[config.mk]
export PLATFORM = sky130hd
export DESIGN_NAME = adder32_7_err_monitor
export DESIGN_NICKNAME = d
export VERILOG_FILES = /design/src/rtl/adder32_err_pkg.sv /design/src/rtl/adder32_err_absdiff.sv /design/src/rtl/adder32_7_err_monitor.sv
export SDC_FILE = /design/constraint.sdc
export NUM_CORES = 1
export LEC_CHECK = 0
export CORE_ASPECT_RATIO = 0.5
export CORE_MARGIN = 10
export CORE_UTILIZATION = 54
export DETAILED_ROUTE_END_ITERATION = 8
export HOLD_SLACK_MARGIN = 0.12
export PLACE_DENSITY = 0.81
export REMOVE_ABC_BUFFERS = 1
export SLEW_MARGIN = 20
export SYNTH_ARGS = -nofsm -noshare
export SYNTH_HDL_FRONTEND = slang
export SYNTH_SLANG_ARGS = --single-unit
[constraint.sdc]
create_clock -name clk -period 2.6 [get_ports clk]
set_input_delay 0.52 -clock clk [delete_from_list [all_inputs] [get_ports clk]]
set_output_delay 0.52 -clock clk [all_outputs]
set_load 0.05 [all_outputs]
[src/rtl/adder32_err_pkg.sv]
// Shared definitions for the adder32 partition error monitors: FSM state
// encoding, default sizing and a reference absolute-difference helper.
package adder32_err_pkg;

  localparam int W_DEFAULT = 5;
  localparam int N_DEFAULT = 256;

  typedef enum logic [1:0] {
    IDLE   = 2'd0,
    RUN    = 2'd1,
    DRAIN  = 2'd2,
    REPORT = 2'd3
  } state_t;

  // |a - b| for the default slice width, via a (W+1)-bit two's-complement
  // difference; the magnitude never exceeds 2^W-1, so W bits suffice.
  function automatic logic [W_DEFAULT-1:0] abs_diff(input logic [W_DEFAULT-1:0] a,
                                                    input logic [W_DEFAULT-1:0] b);
    logic [W_DEFAULT:0] diff;
    diff = {1'b0, a} - {1'b0, b};
    return diff[W_DEFAULT] ? (~diff[W_DEFAULT-1:0] + W_DEFAULT'(1)) : diff[W_DEFAULT-1:0];
  endfunction

endpackage

[src/rtl/adder32_err_absdiff.sv]
// Combinational W-bit absolute difference and inequality flag, shared by the
// partition error monitors.
module adder32_err_absdiff #(
  parameter int W = 5
) (
  input  logic [W-1:0] a,
  input  logic [W-1:0] b,
  output logic [W-1:0] d,
  output logic         neq
);

  logic [W:0] diff;

  // Sign bit of the widened difference selects between the value and its
  // two's-complement negation; the low W bits then hold the magnitude.
  always_comb begin
    diff = {1'b0, a} - {1'b0, b};
    d    = diff[W] ? (~diff[W-1:0] + W'(1)) : diff[W-1:0];
    neq  = (a != b);
  end

endmodule

[src/rtl/adder32_7_err_monitor.sv]
// Windowed error statistics for the adder32_7 approximate partition: counts
// mismatches, sums and tracks the worst absolute error over N_SAMPLES accepted
// samples, then reports through a valid/ready handshake.
module adder32_7_err_monitor
  import adder32_err_pkg::*;
#(
  parameter int W         = W_DEFAULT,
  parameter int N_SAMPLES = N_DEFAULT,
  parameter int CNT_W     = $clog2(N_SAMPLES + 1),
  parameter int SUM_W     = W + $clog2(N_SAMPLES + 1)
) (
  input  logic             clk,
  input  logic             rst_n,
  input  logic             start,
  input  logic             in_valid,
  output logic             in_ready,
  input  logic [W-1:0]     approx_in,
  input  logic [W-1:0]     exact_in,
  output logic             res_valid,
  input  logic             res_ready,
  output logic [CNT_W-1:0] err_count,
  output logic [SUM_W-1:0] sum_abs_err,
  output logic [W-1:0]     max_abs_err
);

  state_t           state;
  state_t           state_nxt;
  logic [CNT_W-1:0] acc_cnt;
  logic             accept;
  logic             last_accept;
  logic             win_start;

  logic [W-1:0]     d_c;
  logic             neq_c;
  logic             v1;
  logic [W-1:0]     d1;
  logic             neq1;

  assign in_ready    = (state == RUN);
  assign res_valid   = (state == REPORT);
  assign accept      = in_valid && in_ready;
  assign last_accept = accept && (acc_cnt == CNT_W'(N_SAMPLES - 1));
  assign win_start   = (state == IDLE) && start;

  adder32_err_absdiff #(.W(W)) u_absdiff (
    .a   (approx_in),
    .b   (exact_in),
    .d   (d_c),
    .neq (neq_c)
  );

  // Next-state logic for the window sequencer.
  always_comb begin
    // NOTE: assigning a default before the case keeps every path driven, so no latch is inferred.
    state_nxt = state;
    case (state)
      IDLE:    if (start) state_nxt = RUN;
      RUN:     if (last_accept) state_nxt = DRAIN;
      // in_ready is already low here, so stage 1 holds the final sample for
      // exactly this cycle and is empty after the edge.
      DRAIN:   state_nxt = REPORT;
      REPORT:  if (res_ready) state_nxt = IDLE;
      default: state_nxt = IDLE;
    endcase
  end

  // State register.
  always_ff @(posedge clk or negedge rst_n) begin
    // NOTE: sequential state uses non-blocking assignments so every register samples pre-edge values.
    if (!rst_n) state <= IDLE;
    else        state <= state_nxt;
  end

  // Accepted-sample counter, cleared when a window opens.
  always_ff @(posedge clk or negedge rst_n) begin
    if (!rst_n)         acc_cnt <= '0;
    else if (win_start) acc_cnt <= '0;
    else if (accept)    acc_cnt <= acc_cnt + CNT_W'(1);
  end

  // Stage 1: register the per-sample magnitude and mismatch flag.
  always_ff @(posedge clk or negedge rst_n) begin
    if (!rst_n) begin
      v1   <= 1'b0;
      d1   <= '0;
      neq1 <= 1'b0;
    end else begin
      v1 <= accept;
      if (accept) begin
        d1   <= d_c;
        neq1 <= neq_c;
      end
    end
  end

  // Stage 2: fold stage-1 results into the window accumulators; they hold
  // between windows so the last report stays readable in IDLE.
  always_ff @(posedge clk or negedge rst_n) begin
    if (!rst_n) begin
      err_count   <= '0;
      sum_abs_err <= '0;
      max_abs_err <= '0;
    end else if (win_start) begin
      err_count   <= '0;
      sum_abs_err <= '0;
      max_abs_err <= '0;
    end else if (v1) begin
      err_count   <= err_count + CNT_W'(neq1);
      sum_abs_err <= sum_abs_err + SUM_W'(d1);
      if (d1 > max_abs_err) max_abs_err <= d1;
    end
  end

endmodule

**Word level (Yosys, flattened, before mapping)**

Index checks and enable logic that the tools add are counted.

- Register bits after elaboration: 46
- Latch bits: 0
- Memory bits (writable): 0
- Memory bits (read-only): 0
- Input port bits: 15
- Output and inout port bits: 30
- Word-level logic and storage cells: 46
- Memories: 0

- $add $sub $neg: 5
- Multiply operators: 0
- Div/mod/pow operators: 0
- Magnitude comparators: 1
- Equality and inequality tests: 8
- Shifts and indexed selects: 0
- Mux-type cells: 14
- Bitwise logic cells: 1
- Reduce and logical (&&, ||, !) cells: 9

Operators by type and width:

| cell | count |
|---|---|
| 2-to-1 mux 9 bit | 4 |
| 2-to-1 mux 14 bit | 2 |
| 2-to-1 mux 5 bit | 4 |
| adder 14 x 5 -> 14 bit | 1 |
| adder 9 x 1 -> 9 bit | 1 |
| adder 9 x 1 -> 9 bit, second input constant | 1 |
| == test 9 x 8 -> 1 bit, second input constant | 1 |
| one-hot mux 2 bit (4 select lines) | 1 |
| 2-to-1 mux 2 bit | 3 |
| nonzero test 2 bit | 3 |
| subtractor 5 x 5 -> 6 bit | 1 |
| adder 5 x 1 -> 5 bit, second input constant | 1 |
| > comparator 5 bit | 1 |
| != test 5 bit | 1 |
| inverter 5 bit | 1 |
| == test 2 bit, second input constant | 2 |
| != test 2 x 1 -> 1 bit, second input constant | 2 |
| logical AND 1 bit | 3 |
| AND reduction 3 bit | 1 |
| == test 2 x 1 -> 1 bit, second input constant | 1 |
| logical NOT 2 bit | 1 |
| != test 2 bit, second input constant | 1 |
| AND reduction 2 bit | 1 |

**Depth between registers and ports, before layout**

Gate-level depths: netlist (run 1).

- Word-level depth: 5
- Depth in mapped cells: 8
- Gate-level depth less buffers: 8

**Hierarchy**

Synthesis (run 1) repeated with hierarchy kept, for this count alone.

- Cell total of the unflattened synthesis: 302
- Area total of the unflattened synthesis: 2,822.7 um2

Modules (own cells, without submodules):

| module | instances | cells each | area an instance (um2) | sequential area each (um2) |
|---|---|---|---|---|
| adder32_7_err_monitor | 1 | 259 | 2,477.4 | 1,151.1 |
| adder32_err_absdiff | 1 | 43 | 345.3 | 0.0 |

**Least setup slack after synthesis (run 1)**

OpenSTA, ideal clock, no wires.

- Kind: register to register
- From: reg sum_abs_err[0]
- To: reg sum_abs_err[10]
- Library setup time: 136 ps
- Arrival time: 2,152 ps
- Required time: 2,464 ps
- Setup slack: 311 ps
- Cell stages (with the launch flop): 8
- Path buffers: 0
- Period minus slack after synthesis: 2,289 ps
- Path through: dfrtp_1 > ha_1 > fa_1 > a21o_1 > a21o_1 > a21oi_1 > or4_1 > a21oi_1

- Cells in the longest elaborated chain, start to end: 3

RTL lines:

| what | RTL line | text |
|---|---|---|
| from (decl) | adder32_7_err_monitor.sv:22 | `output logic [SUM_W-1:0] sum_abs_err,` |
| from (signal assigned) | adder32_7_err_monitor.sv:109 | `sum_abs_err <= sum_abs_err + SUM_W'(d1);` |
| adder 14 x 5 -> 14 bit | adder32_7_err_monitor.sv:109 |  |
| 2-to-1 mux 14 bit | adder32_7_err_monitor.sv:107 | `end else if (v1) begin` |
| 2-to-1 mux 14 bit | adder32_7_err_monitor.sv:103 | `end else if (win_start) begin` |

Every way passes these cells. The select of a mux whose other input is x is not followed.
A chain may end at the register's enable or synchronous reset.

**Final worst setup path (run 1)**

- From: in approx_in[0]
- To: reg d1[4]

- Cells in the longest elaborated chain, start to end: 4

RTL lines:

| what | RTL line | text |
|---|---|---|
| from (decl) | adder32_7_err_monitor.sv:17 | `input logic [W-1:0] approx_in,` |
| subtractor 5 x 5 -> 6 bit (*) | adder32_err_absdiff.sv:17 | `diff = {1'b0, a} - {1'b0, b};` |
| inverter 5 bit | adder32_err_absdiff.sv:18 | `d = diff[W] ? (~diff[W-1:0] + W'(1)) : diff[W-1:0];` |
| adder 5 x 1 -> 5 bit | adder32_err_absdiff.sv:18 |  |
| 2-to-1 mux 5 bit (*) | adder32_err_absdiff.sv:18 |  |
| to (signal assigned) | adder32_7_err_monitor.sv:85 | `d1 <= '0;` |
| to (signal assigned) | adder32_7_err_monitor.sv:90 | `d1 <= d_c;` |
| to (decl) | adder32_7_err_monitor.sv:36 | `logic [W-1:0] d1;` |

Every way passes the cells marked *; elsewhere a longest branch is shown, timed or not.

==> results.toml, run 1 <==
[timing]
fin_hold_ws_ps = 195
fin_skew_ps = 9.52
finalHoldViolations = 0
tightest_slew_ps = 552
min_period_ps = 2370
slew_headroom = 0.632
finalWorstSetupSlack_ps = 229
finalMaxSlewViolations = 0
rsz0062_at_grt = "no"
min_period_over_period = 0.912
final-setup-viol-count = 0
fmax_mhz = 422

[die]
initial_core_util = 0.558
rows = 18
die_h_um = 70.5
ios = 45
die-area_um2 = 8520
core_um2 = 4930
die_w_um = 121

[critical_path]
cp_max_fo = 3
cp-end-kind = "flip-flop"
path_class = "in -> reg"
worstPathArrival_ps = 2550
cp-start-kind = "input pin"
r2r_slack_ps = 270
critPathRequiredTime_ps = 2780

[final_layout]
layout_commonest_cell = "dfrtp_1"
fillers = 370
final_core_util = 0.686
area_growth_pct = 23.1
multiInputGateArea_um2 = 1480
drive_gt1_frac = 0.0619
final_cell_mix = "dfrtp_1 (46), clkdlybuf4s50_1 (43), nor2_1 (34)"
regArea_um2 = 1150
fin_area_um2 = 3390
fin_nets = 380
antenna_cells = 0

[cts]
clkTransAtPathRegs_ps = 90
cts_tree = "yes"
cts-root-buf = "clkbuf_8"
cts_setup_buffers = 0
hold_buffers = 0
insertion_delay_ps = 300
clock_path_buffers = 2
htreeDepth = 2
numClockSinks = 46
numCtsBuffers = 5
cts_resized = 0

[yosys]
synth.top_cell.area_share = 0.419
yosys_warnings = 0
syn_inst = 287
yosys-top-cells-area = "dfrtp_1 (42%), ha_1 (11%), nor2_1 (4.6%)"
synth_ff_type = "dfrtp_1"
synth-seq-cells = 46
seq_area_frac_synth = 0.419
synth-edff-count = 0
mappedNetlistArea_um2 = 2750
synth.distinct_cells = 46
netlist.top_cell.by_area = "dfrtp_1"
async_flop_share = 1.00
syn_avg_cell_area_um2 = 9.58

[placement]
place_ws_ps = -67.8
dp_hpwl_um = 4690
place_area_um2 = 3300
io_buffers = 44
place.gp.congestion = 0.828

[route]
wl_per_cell_um = 14.5
viasPerCell = 5.47
firstDrtPassIters = 4
drt_iter0_markers = 149
drc = 0
drt.antenna.violating_nets = 0
wl_um = 5920
vias = 2237

[global_route]
antenna_found_initial = 0
grt_pass1_vias = 2180
grt_max_degree = 26
grt_pass1_wl_um = 9960
grt_use_total = 0.138
grt_overflow = 0

[power]
power_density_nw_per_um2 = 943
irDropWorstVdd_uv = 427
finalPower_w = 0.00319
power.static_leakage_nw = 1.56

[run_status]
status = "complete, no violations"

[worst_hold_path]
min_path_type = "in -> async"

[job]
cap_viol_max_count = 0
==> cells by family after synthesis <==
logic type,count (synthesis),synth area share
flip-flops,46,0.419
XOR/XNOR,20,0.0664
AND/OR/NAND/NOR,95,0.174
buffers and inverters,29,0.0423
multiplexers,7,0.0255
adder cells (fa/ha/maj),27,0.128
AO/OA/AOI/OAI,63,0.145
==> layout make-up <==
class                      instances  share of cell area
timing repair buffer              52               0.146
clock inverter                     3             0.00628
tap                               70              0.0259
multi-input combinational        212               0.438
clock buffer                       5              0.0203
inverter                          21              0.0233
sequential                        46               0.340
==> path summary, 6_finish.rpt <==
path | end | cells past startpoint | startpoint
min in group clk | max_abs_err[2] | 1 | max_abs_err[2]
min reg2reg | max_abs_err[2] | 1 | max_abs_err[2]
max reg2reg | sum_abs_err[10] | 7 | sum_abs_err[0]
max in group asynchronous | acc_cnt[0] | 2 | rst_n
max | d1[4] | 9 | approx_in[0]
min | err_count[5] | 1 | rst_n
==> worst max-delay path: stages <==
cell and delay [ps]:
clkdlybuf4s50_1 450, inv_1 40, ha_1 210, fa_1 450
ha_1 220, and4_1 180, mux2i_1 190, a41o_1 210
a31oi_1 70
==> routing by layer <==
layer | wire (um) | track usage | vias to the layer above
li1 | - | - | 1120
met1 | 2730 | 0.164 | 1072
met2 | 2860 | 0.243 | 39
met3 | 282 | 0.0329 | 6
met4 | 51 | 0.0372 | 0
met5 | 0 | 0 | -
==> Yosys cell counts (5+ instances only) <==
cell	instances
nand2_1	20
a31oi_1	6
or3_1	6
nor2_1	34
inv_1	21
nand4_1	9
ha_1	25
o21ai_0	14
mux2i_1	7
a22o_1	5
and3_1	5
a21oi_1	18
xor2_1	13
xnor2_1	6
dfrtp_1	46
a211oi_1	5
==> state kept, by name, indices dropped and copies added, names as in the netlist <==
register	cells
sum_abs_err	14
acc_cnt	9
err_count	9
d1	5
max_abs_err	5
state	2
neq1	1
v1	1
==> stage by stage <==
stage               instances  setup TNS, ps
CTS                       409              0
global route              409              0
detailed placement        401          -88.3
finish                    409              0
floorplan                 279              0
global placement          401              0
==> where the power goes <==
group | internal (W) | switching (W) | leakage, nW
sequential | 0.000888 | 0.000194 | 0.611
combinational | 0.000637 | 0.00103 | 0.904
clock | 0.000189 | 0.000253 | 0.0441
Power figures use the tool's default switching activity.
==> inputs of run 2 (changes only) <==
--- a/config.mk
+++ b/config.mk
@@ -9,7 +9,6 @@
 export CORE_MARGIN = 10
 export CORE_UTILIZATION = 54
 export DETAILED_ROUTE_END_ITERATION = 8
-export HOLD_SLACK_MARGIN = 0.12
 export PLACE_DENSITY = 0.81
 export REMOVE_ABC_BUFFERS = 1
 export SLEW_MARGIN = 20
==> results of run 2 <==
Final layout, timing and power as in run 1 (identical DEF).
==> inputs of run 3 (changes only) <==
--- a/config.mk
+++ b/config.mk
@@ -10,7 +10,6 @@
 export CORE_UTILIZATION = 54
 export DETAILED_ROUTE_END_ITERATION = 8
 export PLACE_DENSITY = 0.81
-export REMOVE_ABC_BUFFERS = 1
 export SLEW_MARGIN = 20
 export SYNTH_ARGS = -nofsm -noshare
 export SYNTH_HDL_FRONTEND = slang
==> run 3 against run 2 <==
Compared with the run above: clock power grew 24%; flip-flop and latch count is the same; wire length up 10%; design area grew 0.92%; combinational power about the same; core utilization rose by 0.63 points; clock-buffer cell count is the same; sequential power is essentially flat; sequential share of layout area fell by 0.31 points; first-iteration DRC count fell by 8.1%; register-to-register slack hardly changed; via count up 6.1%; highest routed layer unchanged; critical endpoint is now in_ready.
==> results.toml, run 3 (synthesis gave the netlist of run 1 again) <==
[run_status]
status = "complete, no violations"

[cts]
cts-root-buf = "clkbuf_8"
hold_buffers = 0
cts_tree = "yes"
numCtsBuffers = 5
clock_path_buffers = 2
numClockSinks = 46
insertion_delay_ps = 310
clkTransAtPathRegs_ps = 90
cts_resized = 0
htreeDepth = 2
cts_setup_buffers = 0

[power]
irDropWorstVdd_uv = 457
finalPower_w = 0.00333
power.static_leakage_nw = 1.57
power_density_nw_per_um2 = 975

[global_route]
grt_use_total = 0.155
grt_pass1_vias = 2438
grt_max_degree = 30
grt_overflow = 0
grt_pass1_wl_um = 11000
antenna_found_initial = 0

[final_layout]
regArea_um2 = 1150
multiInputGateArea_um2 = 1480
reg_top3 = "sum_abs_err (14), acc_cnt (9), err_count (9)"
fin_nets = 381
layout_commonest_cell = "dfrtp_1"
largest-register = "sum_abs_err"
fin_cells = 410
area_growth_pct = 24.2
largest_reg_flops = 14
drive_gt1_frac = 0.0647
fillers = 386
antenna_cells = 0
final_cell_mix = "dfrtp_1 (46), clkdlybuf4s50_1 (43), nor2_1 (34)"

[critical_path]
critPathRequiredTime_ps = 2080
path_class = "reg -> out"
cp_max_fo = 4
critical_path.max_stage_delay_ps = 830
cp-end-kind = "primary output"
worstPathArrival_ps = 1870
crit_chain = "inv_1 > ha_1 > clkdlybuf4s50_1"
cpMaxStageDelayCell = "clkdlybuf4s50_1"
cp-start-kind = "flip-flop"

[timing]
final-setup-viol-count = 0
min_period_ps = 2390
rsz0062_at_grt = "no"
fmax_mhz = 418
finalMaxSlewViolations = 0
finalHoldViolations = 0
slew_headroom = 0.553
fin_hold_ws_ps = 235
finalWorstSetupSlack_ps = 209
tightest_slew_ps = 671
min_period_over_period = 0.920
fin_skew_ps = 11.5

[placement]
io_buffers = 44
dp.cells = 402
place_ws_ps = -71.8
dp_hpwl_um = 4920
place.gp.congestion = 0.860

[die]
ios = 45
core_um2 = 4930
die-area_um2 = 8520
initial_core_util = 0.558
die_w_um = 121
die_h_um = 70.5
rows = 18

[route]
wl_per_cell_um = 15.9
drt_iter0_markers = 137
drt.antenna.violating_nets = 0
wl_um = 6520
firstDrtPassIters = 4
viasPerCell = 5.79
vias = 2373
drc = 0

[job]
cap_viol_max_count = 0

[worst_hold_path]
min_path_type = "in -> async"

[yosys]
synth_nets = 329
run 3: changes by cell type in the layout (fill, tap and decap cells not counted):
cell        delta
buf_4          +1
bufinv_16      +1
clkinv_2       -1
clkinv_4       -1
clkinvlp_4     +1
run 3: final cells by class:
class,instances,share of cell area
flip-flops and latches,46,0.337
multi-input cells,212,0.434
clock buffers,5,0.0201
inverters,21,0.0231
clock inverters,3,0.0132
well taps,70,0.0256
repair buffers,53,0.147
run 3: final timing paths:
check,from,to,slack [ps],cells after the start
hold reg to reg,neq1,neq1,530,2
min in group clk,neq1,neq1,530,2
max in group asynchronous,rst_n,sum_abs_err[3],1740,2
setup / recovery,state[1],in_ready,210,3
hold / removal,rst_n,max_abs_err[1],230,1
setup reg to reg,d1[0],sum_abs_err[8],270,7
run 3: through the flow:
stage          setup TNS, ps  utilization  cell area, um2
2_1_floorplan              0            -            2750
3_3_place_gp               0        0.670            3300
3_5_place_dp           -71.8        0.670            3300
4_1_cts                    0        0.693            3420
5_1_grt                    0        0.693            3420
6_report                   0        0.693            3420
run 3: report_power, final:
| group | switching, W | total (W) | internal [W] |
|---|---|---|---|
| clock | 0.000263 | 0.000549 | 0.000286 |
| combinational | 0.00105 | 0.00169 | 0.000645 |
| sequential | 0.000202 | 0.00109 | 0.000888 |
| total | 0.00151 | 0.00333 | 0.00182 |
run 3: worst max-delay path: cells and delay by family (launching register included):
family | cells | cell delay, ps
fa+ha+maj | 1 | 210
buf+inv | 2 | 950
flops | 1 | 410
run 3: layer usage:
metal,up-vias,part of all wire,track usage
li1,1115,-,-
met1,1160,0.41,0.172
met2,78,0.50,0.271
met3,20,0.059,0.0417
met4,0,0.023,0.0691
met5,-,0,0
